==> src/rtl/comp_pkg.sv <==
// Shared compression-path types and the reflected CRC32 byte step used by
// both the encoder and the decompressor checker.
package comp_pkg;

  localparam logic [31:0] CRC32_POLY = 32'hEDB8_8320;
  localparam logic [31:0] CRC32_INIT = 32'hFFFF_FFFF;

  typedef struct packed {
    logic [7:0] len_m1;
    logic [7:0] sym;
  } rle_tok_t;

  typedef enum logic [1:0] {
    ST_IDLE,
    ST_RUN,
    ST_FLUSH,
    ST_CRC
  } enc_state_e;

  // LSB-first, one byte per call; the caller owns seeding and final inversion.
  function automatic logic [31:0] crc32_byte(input logic [31:0] crc, input logic [7:0] data);
    logic [31:0] c;
    c = crc ^ {24'h0, data};
    for (int i = 0; i < 8; i++) begin
      c = c[0] ? ((c >> 1) ^ CRC32_POLY) : (c >> 1);
    end
    return c;
  endfunction

endpackage

==> src/rtl/crc32_byte_engine.sv <==
// CRC32 register: seeds on init, folds in one byte per accepted cycle.
module crc32_byte_engine
  import comp_pkg::*;
#(
  parameter logic [31:0] CRC_INIT = CRC32_INIT
) (
  input  logic        clk,
  input  logic        rst_n,
  input  logic        accept,
  input  logic        init,
  input  logic [7:0]  data,
  output logic [31:0] crc
);

  always_ff @(posedge clk or negedge rst_n) begin
    if (!rst_n) begin
      crc <= CRC_INIT;
    end else if (init) begin
      crc <= CRC_INIT;
    end else if (accept) begin
      crc <= crc32_byte(crc, data);
    end
  end

endmodule

==> src/rtl/rle_crc_encoder.sv <==
// Run-length encoder emitting {len-1, byte} tokens plus the CRC32 of the raw block.
// state    | meaning
// ST_IDLE  | no run held
// ST_RUN   | run held in cur_byte / cur_cnt
// ST_FLUSH | final run pending after raw_last
// ST_CRC   | wait for last-token handshake, then pulse crc32_valid
module rle_crc_encoder
  import comp_pkg::*;
#(
  parameter int          RUN_W    = 8,
  parameter logic [31:0] CRC_INIT = CRC32_INIT
) (
  input  logic               clk,
  input  logic               rst_n,
  input  logic [7:0]         raw_data_in,
  input  logic               raw_valid,
  input  logic               raw_last,
  output logic               raw_ready,
  output logic [RUN_W+7:0]   tok_data,
  output logic               tok_valid,
  output logic               tok_last,
  input  logic               tok_ready,
  output logic [31:0]        crc32_out,
  output logic               crc32_valid
);

  enc_state_e       state, state_n;
  logic [7:0]       cur_byte;
  logic [RUN_W-1:0] cur_cnt;
  logic [31:0]      crc_reg;
  logic             tok_free, accept, extend;
  logic             load_tok, load_last, load_cur, inc_cnt, crc_init;

  assign tok_free  = !tok_valid || tok_ready;
  // Gated by rst_n so the handshake is closed while reset is held.
  assign raw_ready = rst_n && (state == ST_IDLE || state == ST_RUN) && tok_free;
  assign accept    = raw_ready && raw_valid;
  assign extend    = (raw_data_in == cur_byte) && (cur_cnt != '1);

  always_comb begin
    state_n   = state;
    load_tok  = 1'b0;
    load_last = 1'b0;
    load_cur  = 1'b0;
    inc_cnt   = 1'b0;
    crc_init  = 1'b0;
    case (state)
      ST_IDLE: begin
        if (accept) begin
          load_cur = 1'b1;
          state_n  = raw_last ? ST_FLUSH : ST_RUN;
        end
      end
      ST_RUN: begin
        if (accept) begin
          if (extend) begin
            inc_cnt = 1'b1;
          end else begin
            load_tok = 1'b1;
            load_cur = 1'b1;
          end
          if (raw_last) state_n = ST_FLUSH;
        end
      end
      ST_FLUSH: begin
        if (tok_free) begin
          load_tok  = 1'b1;
          load_last = 1'b1;
          state_n   = ST_CRC;
        end
      end
      ST_CRC: begin
        if (tok_valid && tok_ready) begin
          crc_init = 1'b1;
          state_n  = ST_IDLE;
        end
      end
      default: state_n = ST_IDLE;
    endcase
  end

  always_ff @(posedge clk or negedge rst_n) begin
    if (!rst_n) begin
      state    <= ST_IDLE;
      cur_byte <= '0;
      cur_cnt  <= '0;
    end else begin
      state <= state_n;
      if (load_cur) begin
        cur_byte <= raw_data_in;
        cur_cnt  <= '0;
      end else if (inc_cnt) begin
        cur_cnt <= cur_cnt + RUN_W'(1);
      end
    end
  end

  // A load may coincide with the handshake of the previous token: no bubble.
  always_ff @(posedge clk or negedge rst_n) begin
    if (!rst_n) begin
      tok_data  <= '0;
      tok_valid <= 1'b0;
      tok_last  <= 1'b0;
    end else if (load_tok) begin
      tok_data  <= {cur_cnt, cur_byte};
      tok_valid <= 1'b1;
      tok_last  <= load_last;
    end else if (tok_ready) begin
      tok_valid <= 1'b0;
      tok_last  <= 1'b0;
    end
  end

  always_ff @(posedge clk or negedge rst_n) begin
    if (!rst_n) begin
      crc32_out   <= '0;
      crc32_valid <= 1'b0;
    end else begin
      crc32_valid <= crc_init;
      if (crc_init) crc32_out <= ~crc_reg;
    end
  end

  crc32_byte_engine #(.CRC_INIT(CRC_INIT)) u_crc (
    .clk    (clk),
    .rst_n  (rst_n),
    .accept (accept),
    .init   (crc_init),
    .data   (raw_data_in),
    .crc    (crc_reg)
  );

endmodule

==> config.mk <==
export PLATFORM = sky130hd
export DESIGN_NAME = rle_crc_encoder
export DESIGN_NICKNAME = d
export VERILOG_FILES = /design/src/rtl/comp_pkg.sv /design/src/rtl/crc32_byte_engine.sv /design/src/rtl/rle_crc_encoder.sv
export SDC_FILE = /design/constraint.sdc
export NUM_CORES = 1
export LEC_CHECK = 0
export ABC_AREA = 1
export CORE_UTILIZATION = 37
export DETAILED_ROUTE_END_ITERATION = 10
export SLEW_MARGIN = 0
export SYNTH_ARGS = -nofsm -noshare
export SYNTH_HDL_FRONTEND = slang
export SYNTH_SLANG_ARGS = --single-unit
export TNS_END_PERCENT = 50
==> constraint.sdc <==
create_clock -name clk -period 1.6 [get_ports clk]
set_input_delay 0.24 -clock clk [delete_from_list [all_inputs] [get_ports clk]]
set_output_delay 0.24 -clock clk [all_outputs]
set_load 0.005 [all_outputs]
==> impl_results.md <==
- Top cell type's share of synthesized area: 31.9%
- Setup_tns: -2.68 ns
- Placed Cells: 994
- Worst Skew: 0.00522 ns
- Crit path max-delay family: flip-flops
- CTS hold repair buffers: 0
- Crit start category: flip-flop
- Routing usage on met2: 34.9%
- Syn Inst Count: 672
- Nets: 866
- Multi-input gate area: around 3300 µm²
- Port bufs: 64
- Syn_area_per_cell: 8.07 µm²
- Leak Pwr: 3.98 nW
- Sequential element share of the synthesized area: 47.4%
- WL final: 16000 µm
- Crit-path max FO: 3
- Min cycle time layout: between 1.5 and 2 ns
- Max-cap violations: 0
- Most numerous cell in the Yosys netlist: nand2_1
- Worst setup EP type: output pin
- Reg2reg setup slack: -0.12 ns
- Synth Cell Area: 5420 µm²
- Hpwl dp: 11100 µm
- Fin cells: 1032
- Reg-to-reg critical path endpoint: u_crc.crc[21]$_DFFE_PN1P_
- Most area-hungry cell type in the Yosys netlist: dfrtp_1
- Core area: 14100 µm²
- Worst EP required: 1.36 ns
- Worst-Skew Late Latency: 0.35 ns
- Grt met1 use: 29.2%
- H-tree depth: 3
- Setup WS pre-CTS: -0.521 ns
- Layout cells sized above 1: 39.8%
- Num CTS Buffers: 9
- Most Used Layer, Global Route: met2
- Area Growth Syn to Fin: 54.4%
- First-pass GRT wire length: between 20000 and 25000 µm
- Worst path cell trace: inv_2 > ha_4 > nor2_4 > buf_6 > nor3_4 > buf_2
- # IOs: 65
- DR pass1 iterations: 5
- DRT iter0 DRCs: 232
- Remaining antenna violation count: 0
- Final hold viol count: 0
- Placer Congestion: 0.926
- Worst-path clk slew: roughly 0.070 ns
- Distinct cell type count after synthesis: 42
- CTS root buffer: clkbuf_16
- Dominant cells by area after synthesis: dfrtp_1, nand2_1, dfstp_2
- Post-synth EDFFs: 0
- Slowest-stage cell, CP: dfrtp_1
- F_max: 578 MHz
- CP Class: flip-flop to output pin
- Synth Flop Type: dfrtp_1
- Worst r2r src: state[0]$_DFFE_PN0P_
- Slew margin rel.: 42.5%
- Fillers: 1209
- Slew @ Worst Pin: 0.862 ns
- Largest net degree at the start of global routing: 66
- Antenna violations before repair: 0
- Met3 GRT Util: 4.06%
- P per Cell Area: 2130 nW/µm²
- CTS tree: built
- R2R cell count: 11
- CP Buf/Inv Count: 3
- Initial Utilization: 38.5%
- Status: finished, violations left
- Slew Limit Fails: 0
- Tot GR Track Use: 21.4%
- Synth Register Bits: 101
- Reg area: approximately 2600 µm²
- Commonest cells post-synth: nand2_1, dfrtp_1, nand3_1
- Synth warn: 0
- Post-layout util: a little under 60%
- WL/cell: 15.5 µm
- Syn nets: slightly below 700
- # clock sinks: roughly 100
- Via count: 5109
- Vias in the first global route: 4862
- Arr. time, crit path: 1.49 ns
- Row count: 43
- Die Wd: between 100 and 150 µm
- DRC Markers: 0
- RSZ-0062 raised after global routing: true
- Vias/cell: 4.95
- Fraction of registers with async set or reset after synthesis: 100%
- Max clock buf depth: 2
- Setup-failing EPs final: 60
- Slowest stage delay, CP: about 0.4 ns
- Die Ht: 123 µm
- DIE AREA: 15100 µm²
- Worst VDD drop: 0.000909 V
- Min-Delay Path Class: input pin to asynchronous set/reset pin
- Worst setup margin: -0.130 ns
- Antenna fix cells: 0
- Violated checks: setup timing
- GR Overflow Total: 0
- Tcrit/Tclk final: 108%
==> per-layer routing <==
layer	up-vias	share of wire, %
met2	95	49
li1	2503	-
met1	2498	47
met5	-	0
met3	13	3.2
met4	0	1.0
==> worst max-delay path by stage <==
stage | from | end | cells past startpoint
after floorplan | state[0]$_DFFE_PN0P_ | cur_cnt[6]$_DFFE_PN0P_ | 11
after global placement | raw_data_in[0] | u_crc.crc[19]$_DFFE_PN1P_ | 11
after detailed placement | raw_data_in[0] | u_crc.crc[19]$_DFFE_PN1P_ | 11
after CTS | state[1]$_DFFE_PN0P_ | cur_cnt[7]$_DFFE_PN0P_ | 10
after global routing | state[1]$_DFFE_PN0P_ | cur_cnt[6]$_DFFE_PN0P_ | 11
final | state[1]$_DFFE_PN0P_ | raw_ready | 6
==> tightest hold or removal path: stages <==
cell and delay [ns]:
buf_4 0.12, buf_4 0.12, buf_4 0.42
==> placed cells by master, fill, tap and decap left out, types with 3 or more instances in the layout <==
master and instances:
inv_4 5, xnor2_1 8, clkbuf_16 11, buf_12 4, clkbuf_1 3, nor3_4 4
a21oi_2 8, nor2_2 10, nand3_2 19, dfstp_2 32, buf_8 5, nor2_1 14
nand3_4 4, clkdlybuf4s50_1 58, nand2_2 44, nand2_1 191, xor2_4 4, ha_4 3
xnor2_4 3, nand3_1 37, xor2_1 17, nand2_8 4, buf_4 90, inv_1 42
nand2_4 22, buf_6 17, inv_2 9, dfrtp_1 69, a21oi_1 17, xor2_2 6
o21ai_1 18, dlygate4sd2_1 3, xnor2_2 3, o21ai_0 24, o21ai_2 7, nor2_4 5
==> through the flow <==
| step | power [mW] | cell area, µm² | hold slack, ns |
|---|---|---|---|
| after floorplan | 9.32 | 5470 | -0.0556 |
| after global placement | 13.0 | 6950 | 0.467 |
| after global routing | 19.1 | 8370 | 0.134 |
| after detailed placement | 13.1 | 6950 | 0.472 |
| after CTS | 16.4 | 7760 | 0.124 |
| final | 17.8 | 8370 | 0.113 |
==> kinds of logic after synthesis <==
logic type,synth area share [%]
AOI/OAI and AO/OA,8.33
and+or+nand+nor,28.9
xor gates and xnor gates,7.73
DFF,47.4
adders and majority gates,1.39
buffers and inverters,6.23
==> where the power goes <==
part	switching [mW]	internal, mW
Clock	0.929	1.30
Sequential	0.934	3.94
Combinational	5.57	5.16
==> area by class of cell <==
| type | count | share of cell area [%] |
|---|---|---|
| multi-input cells | 496 | 39.9 |
| flip-flops and latches | 101 | 30.7 |
| repair buffers | 181 | 20.3 |
| clock buffers | 14 | 3.15 |
| inverters | 58 | 2.93 |
| well taps | 180 | 2.69 |
| clock inverters | 2 | 0.419 |
==> timing repair <==
item                       in CTS  in global routing
resized for setup             115                131
gates cloned                    1                  4
setup buffers                  12                  8
setup endpoints to repair      95                101
pin swaps                      26                 57
Power figures use the tool's default switching activity.
